## config.mk

```make
export PLATFORM = sky130hd
export DESIGN_NAME = fpu_8_scheduler
export DESIGN_NICKNAME = d
export VERILOG_FILES = /design/src/rtl/fpu_8_pkg.sv /design/src/rtl/fpu_8_rr_arbiter.sv /design/src/rtl/fpu_8_scheduler.sv
export SDC_FILE = /design/constraint.sdc
export NUM_CORES = 1
export LEC_CHECK = 0
export CAP_MARGIN = 10
export CORE_ASPECT_RATIO = 0.5
export CORE_MARGIN = 1
export CORE_UTILIZATION = 40
export CTS_CLUSTER_DIAMETER = 120
export CTS_CLUSTER_SIZE = 10
export DETAILED_ROUTE_END_ITERATION = 7
export HOLD_SLACK_MARGIN = 0.05
export PLACE_DENSITY = 0.83
export SETUP_SLACK_MARGIN = 0.4
export SYNTH_ARGS = -nofsm -noshare
export SYNTH_HDL_FRONTEND = slang
export SYNTH_SLANG_ARGS = --single-unit
```

## constraint.sdc

```tcl
create_clock -name clk -period 2.5 [get_ports clk]
set_input_delay 0.75 -clock clk [delete_from_list [all_inputs] [get_ports clk]]
set_output_delay 0.75 -clock clk [all_outputs]
set_load 0.1 [all_outputs]
```

## src/rtl/fpu_8_pkg.sv

```systemverilog
// Shared types and widths for the 8-bit FPU scheduler and its arbiter.
package fpu_8_pkg;

    localparam int unsigned NUM_REQ = 2;
    localparam int unsigned DATA_W  = 8;
    localparam int unsigned OP_W    = 2;
    localparam int unsigned EXC_W   = 2;
    localparam int unsigned CNT_W   = 4;

    typedef enum logic [1:0] {
        ST_IDLE = 2'd0,
        ST_EXEC = 2'd1,
        ST_RESP = 2'd2
    } state_e;

    typedef struct packed {
        logic [DATA_W-1:0] op_a;
        logic [DATA_W-1:0] op_b;
        logic [OP_W-1:0]   operation;
        logic              round_mode;
    } fpu_req_t;

    typedef struct packed {
        logic [DATA_W-1:0] result;
        logic              is_exception;
        logic [EXC_W-1:0]  exception;
    } fpu_rsp_t;

    // Extract one requester's operation fields from the concatenated request buses.
    function automatic fpu_req_t pick_req(
        input logic                        sel,
        input logic [NUM_REQ*DATA_W-1:0]   op_a,
        input logic [NUM_REQ*DATA_W-1:0]   op_b,
        input logic [NUM_REQ*OP_W-1:0]     operation,
        input logic [NUM_REQ-1:0]          round_mode
    );
        fpu_req_t r;
        r.op_a       = sel ? op_a[2*DATA_W-1:DATA_W]    : op_a[DATA_W-1:0];
        r.op_b       = sel ? op_b[2*DATA_W-1:DATA_W]    : op_b[DATA_W-1:0];
        r.operation  = sel ? operation[2*OP_W-1:OP_W]   : operation[OP_W-1:0];
        r.round_mode = round_mode[sel];
        return r;
    endfunction

endpackage

```

## src/rtl/fpu_8_rr_arbiter.sv

```systemverilog
// Two-requester arbiter producing a one-hot grant.
// FPU_8_ARB_RR_EN selects round-robin; otherwise requester 0 has fixed priority.
module fpu_8_rr_arbiter
    import fpu_8_pkg::*;
(
    input  logic               clk,
    input  logic               rst_n,
    input  logic [NUM_REQ-1:0] req_i,
    input  logic               accept_i,
    output logic [NUM_REQ-1:0] grant_c_o
);

`ifdef FPU_8_ARB_RR_EN
    logic last_q;
    logic last_d;

    // On contention favour the requester that was not granted last.
    always_comb begin
        grant_c_o = req_i;
        if (req_i == 2'b11) begin
            grant_c_o = last_q ? 2'b01 : 2'b10;
        end
    end

    always_comb begin
        last_d = last_q;
        if (accept_i) begin
            last_d = grant_c_o[1];
        end
    end

    // Reset to "last = 1" so requester 0 wins the first contention.
    always_ff @(posedge clk or negedge rst_n) begin
        if (!rst_n) begin
            last_q <= 1'b1;
        end else begin
            last_q <= last_d;
        end
    end
`else
    logic unused_arb;

    always_comb begin
        grant_c_o = req_i[0] ? 2'b01 : req_i;
    end

    assign unused_arb = ^{clk, rst_n, accept_i};
`endif

endmodule

```

## src/rtl/fpu_8_scheduler.sv

```systemverilog
// Shares one 8-bit FPU core between two requesters: accept, hold for FPU_LAT cycles, respond.
// Arbitration policy selected by FPU_8_ARB_RR_EN (round-robin when defined, fixed priority otherwise).
module fpu_8_scheduler
    import fpu_8_pkg::*;
#(
    parameter int unsigned FPU_LAT = 1
) (
    input  logic                      clk,
    input  logic                      rst_n,
    input  logic [NUM_REQ-1:0]        req_valid_i,
    output logic [NUM_REQ-1:0]        req_ready_o,
    input  logic [NUM_REQ*DATA_W-1:0] req_op_a_i,
    input  logic [NUM_REQ*DATA_W-1:0] req_op_b_i,
    input  logic [NUM_REQ*OP_W-1:0]   req_operation_i,
    input  logic [NUM_REQ-1:0]        req_round_mode_i,
    output logic [NUM_REQ-1:0]        rsp_valid_o,
    input  logic [NUM_REQ-1:0]        rsp_ready_i,
    output logic [DATA_W-1:0]         rsp_result_o,
    output logic                      rsp_is_exception_o,
    output logic [EXC_W-1:0]          rsp_exception_o,
    output logic                      fpu_start_o,
    output logic [DATA_W-1:0]         fpu_op_a_o,
    output logic [DATA_W-1:0]         fpu_op_b_o,
    output logic [OP_W-1:0]           fpu_operation_o,
    output logic                      fpu_round_mode_o,
    input  logic [DATA_W-1:0]         fpu_result_i,
    input  logic                      fpu_is_exception_i,
    input  logic [EXC_W-1:0]          fpu_exception_i,
    output logic                      busy_o
);

    localparam logic [CNT_W-1:0] CNT_LOAD = CNT_W'(FPU_LAT - 1);

    state_e             state_q;
    state_e             state_d;
    logic [CNT_W-1:0]   cnt_q;
    logic [CNT_W-1:0]   cnt_d;
    logic               owner_q;
    logic               owner_d;
    logic               start_q;
    logic               start_d;
    fpu_req_t           fpu_q;
    fpu_req_t           fpu_d;
    fpu_rsp_t           rsp_q;
    fpu_rsp_t           rsp_d;

    logic [NUM_REQ-1:0] grant;
    logic               accept;
    logic               capture;

    fpu_8_rr_arbiter u_arb (
        .clk       (clk),
        .rst_n     (rst_n),
        .req_i     (req_valid_i),
        .accept_i  (accept),
        .grant_c_o (grant)
    );

    // FSM state register.
    always_ff @(posedge clk or negedge rst_n) begin
        if (!rst_n) begin
            state_q <= ST_IDLE;
        end else begin
            state_q <= state_d;
        end
    end

    // FSM next-state logic.
    always_comb begin
        state_d = state_q;
        case (state_q)
            ST_IDLE: if (|req_valid_i)            state_d = ST_EXEC;
            ST_EXEC: if (cnt_q == '0)             state_d = ST_RESP;
            ST_RESP: if (rsp_ready_i[owner_q])    state_d = ST_IDLE;
            default:                              state_d = ST_IDLE;
        endcase
    end

    // FSM outputs; ready is masked during reset so every output reads 0 while rst_n is low.
    always_comb begin
        req_ready_o = '0;
        rsp_valid_o = '0;
        busy_o      = 1'b0;
        accept      = 1'b0;
        capture     = 1'b0;
        case (state_q)
            ST_IDLE: begin
                req_ready_o = grant & {NUM_REQ{rst_n}};
                accept      = |req_valid_i;
            end
            ST_EXEC: begin
                busy_o  = 1'b1;
                capture = (cnt_q == '0);
            end
            ST_RESP: begin
                busy_o      = 1'b1;
                rsp_valid_o = NUM_REQ'(1) << owner_q;
            end
            default: ;
        endcase
    end

    // Datapath next values: latch the winner's operation, count down, capture the core result.
    always_comb begin
        cnt_d   = cnt_q;
        owner_d = owner_q;
        start_d = 1'b0;
        fpu_d   = fpu_q;
        rsp_d   = rsp_q;
        if (accept) begin
            owner_d = grant[1];
            fpu_d   = pick_req(grant[1], req_op_a_i, req_op_b_i,
                               req_operation_i, req_round_mode_i);
            cnt_d   = CNT_LOAD;
            start_d = 1'b1;
        end else if ((state_q == ST_EXEC) && (cnt_q != '0)) begin
            cnt_d = cnt_q - CNT_W'(1);
        end
        if (capture) begin
            rsp_d.result       = fpu_result_i;
            rsp_d.is_exception = fpu_is_exception_i;
            rsp_d.exception    = fpu_exception_i;
        end
    end

    always_ff @(posedge clk or negedge rst_n) begin
        if (!rst_n) begin
            cnt_q   <= '0;
            owner_q <= 1'b0;
            start_q <= 1'b0;
            fpu_q   <= '0;
            rsp_q   <= '0;
        end else begin
            cnt_q   <= cnt_d;
            owner_q <= owner_d;
            start_q <= start_d;
            fpu_q   <= fpu_d;
            rsp_q   <= rsp_d;
        end
    end

    assign fpu_start_o        = start_q;
    assign fpu_op_a_o         = fpu_q.op_a;
    assign fpu_op_b_o         = fpu_q.op_b;
    assign fpu_operation_o    = fpu_q.operation;
    assign fpu_round_mode_o   = fpu_q.round_mode;
    assign rsp_result_o       = rsp_q.result;
    assign rsp_is_exception_o = rsp_q.is_exception;
    assign rsp_exception_o    = rsp_q.exception;

endmodule

```

==> impl_metrics.csv <==
group,metric,value,unit
floorplan,fp-row-count,16,
worst_setup_path,crit_chain,"buf_4, nor2b_4, and3_4, buf_12",
timing,post-route-period-util,84.3,%
grt,grt_max_degree,26,
clock_tree,clockBufferDepth,2,
worst_setup_path,setup.worst_path.end_class,"primary output",
clock_tree,cts_buffers,5,
worst_setup_path,path_delay_family,"simple AND/OR/NAND/NOR gates",
logic_synthesis,synth_top_area_cell,"dfrtp_1",
logic_synthesis,synth_area_leaders,"dfrtp_1 53%, mux2i_1 11%, mux2_2 6.9%",
worst_setup_path,max_stage_delay,0.20,ns
layout,area_delta_synth_final,63.1,%
clock_tree,clk_root_buffer_cell,"clkbuf_8",
placed_design,dpl.hpwl,3.39,mm
logic_synthesis,netlist_instances,158,
clock_tree,cts.sinks,38,
floorplan,die_w,96.5,um
logic_synthesis,ys.flop_type,"dfrtp_1",
grt,grt-ovfl-total,0,
logic_synthesis,synth_fp_nets,218,
grt,antenna_found_initial,0,
grt,grt_pass1_vias,1534,
logic_synthesis,synthArstFlopShare,100,%
detailed_routing,vias_per_cell,4.90,
grt,grt_pass1_wl,7.09,mm
placed_design,dp.cells,301,
layout,n_antenna_cell,0,
logic_synthesis,syn_area,1780,um^2
layout,stdcell_count,315,
placed_design,port-buffer-count,90,
worst_setup_path,slowest_stage,"and3_4",
logic_synthesis,ys_seq_area_share,53.3,%
logic_synthesis,synthTopCellsByCount,"38 x dfrtp_1, 22 x o21ai_0, 20 x mux2i_1",
run,maxCapViolations,0,
timing,fin_setup_tns,0,ns
detailed_routing,drt_wl_total,4.36,mm
worst_setup_path,arrival,1.36,ns
placed_design,place_worst_setup_slack,0.0101,ns
floorplan,dieArea,4750,um^2
grt,gr-usage-all-layers,20.0,%
detailed_routing,dr_total_vias,1544,
detailed_routing,drt_pass1_iterations,4,
timing,clock_skew,0.00540,ns
clock_tree,cts_tree,"yes",
clock_tree,clk_latency,0.29,ns
logic_synthesis,avgSynthCellArea,11.3,um^2
logic_synthesis,yosysUniqueCellTypes,29,
timing,period_minus_slack,2.11,ns
worst_setup_path,r2r-start,"cnt_q[0]",
worst_setup_path,critPathLaunchType,"input pin",
worst_setup_path,path_class,"input pin to primary output",
worst_setup_path,r2r_cells,5,
placed_design,gp_congestion,0.801,
worst_setup_path,required,1.75,ns
logic_synthesis,yosysMostFrequentCell,"dfrtp_1",
floorplan,start_util,43.7,%
detailed_routing,drc,0,
clock_tree,h-tree-depth,2,
timing,setup_violations,0,
logic_synthesis,synth_top_area_share,53.3,%
layout,drive_gt1_share,32.2,%
worst_setup_path,cp_max_fo,3,
timing,worst_slew_pin_slew,0.391,ns
outcome,status,"complete, no violations",
worst_setup_path,timing.rr.end,"rsp_result_o[7]",
layout,final_core_utilization,71.3,%
layout,nets,320,
logic_synthesis,synth_seq_cells,38,
floorplan,fp.dieH,49.2,um
worst_setup_path,crit_buf_inv,2,
timing,hold_violations,0,
timing,rsz0062_at_grt,"true",
timing,slew_violations,0,
worst_setup_path,reg2reg_setup_slack,0.58,ns
detailed_routing,postRouteAntennaNets,0,
timing,timing.final.ws_setup,0.392,ns
worst_hold_path,worst_hold_path_type,"input pin to asynchronous set/reset pin",
detailed_routing,dr.first_iter.drc_count,33,
timing,max_slew_margin,73.9,%
detailed_routing,wl_per_cell,13.8,um
timing,fmax,474,MHz
clock_tree,path_clk_slew,0.08,ns
logic_synthesis,synth_edf_count,0,
logic_synthesis,ys_warn_count,0,
floorplan,ios,91,
floorplan,core_area,4080,um^2
## cell usage in the layout (no fill, tap or decap), types with 2 or more instances in the layout
cell / instances
ha_4: 2
buf_2: 2
o21ai_0: 22
ha_1: 3
clkbuf_8: 6
mux2_2: 11
clkdlybuf4s50_1: 51
nand2_1: 19
buf_4: 45
a221oi_1: 2
a21oi_1: 7
nor2b_4: 2
mux2i_1: 20
inv_2: 2
inv_1: 5
dfrtp_1: 38
buf_12: 5
## worst register-to-register path, cell delays in order, from the launching register on
cell	delay [ns]
dfrtp_1	0.40
inv_1	0.11
ha_1	0.15
or3b_1	0.47
nor2_4	0.30
mux2_2	0.38
## area by class of cell
type | count | area [um^2]
inverter | 7 | 26.3
tap | 54 | 67.6
fill | 311 | 1170
clock buffer | 6 | 82.6
timing repair buffer | 103 | 958
multi-input combinational | 105 | 812
clock inverter | 2 | 12.5
sequential | 38 | 951
## worst max-delay path by stage
stage	start	to	slack, ns	depth (start not counted)
2_1_floorplan	state_q[0]	rsp_valid_o[0]	0.23	3
3_3_place_gp	req_valid_i[1]	req_ready_o[1]	0.03	4
3_5_place_dp	req_valid_i[0]	req_ready_o[1]	0.01	4
4_1_cts	req_valid_i[0]	req_ready_o[1]	0.40	4
5_1_grt	state_q[0]	req_ready_o[0]	0.37	4
6_report	req_valid_i[0]	req_ready_o[1]	0.39	4
## routing by layer
metal	GRT usage (%)	part of all wire (%)	vias up
met1	24.5	43	749
met2	35.7	53	35
met4	4.41	0.48	0
li1	-	-	755
met3	4.67	3.5	5
met5	0	0	-
## through the flow
stage,area (um^2),hold slack (ns)
after floorplan,1810,0.454
after detailed placement,2750,0.473
after CTS,2890,0.441
after global placement,2750,0.467
after global routing,2910,0.462
final,2910,0.439
## registers in the layout, indices dropped and copies added, names as in the netlist
| name | count |
|---|---|
| state_q | 2 |
| fpu_op_a_o | 8 |
| fpu_round_mode_o | 1 |
| rsp_exception_o | 2 |
| rsp_is_exception_o | 1 |
| cnt_q | 4 |
| fpu_start_o | 1 |
| owner_q | 1 |
| fpu_op_b_o | 8 |
| fpu_operation_o | 2 |
| rsp_result_o | 8 |
## cells by family after synthesis
kind of cell | synth area share [%]
simple gates | 9.40
compound gates | 11.5
fa+ha+maj | 3.51
buf+inv | 4.14
flops | 53.3
mux | 18.2
## what timing repair did
item | CTS | global route
pin swaps | 1 | 0
hold buffers | 0 | 0
endpoints found under the setup margin | 4 | 4
setup buffers | 4 | 2
endpoints found under the hold margin | 0 | 0
resized for setup | 16 | 1
gates cloned | 0 | 0
Power is not shown: default switching activity piles up to over one toggle a cycle in this logic, so the estimate is an artifact.
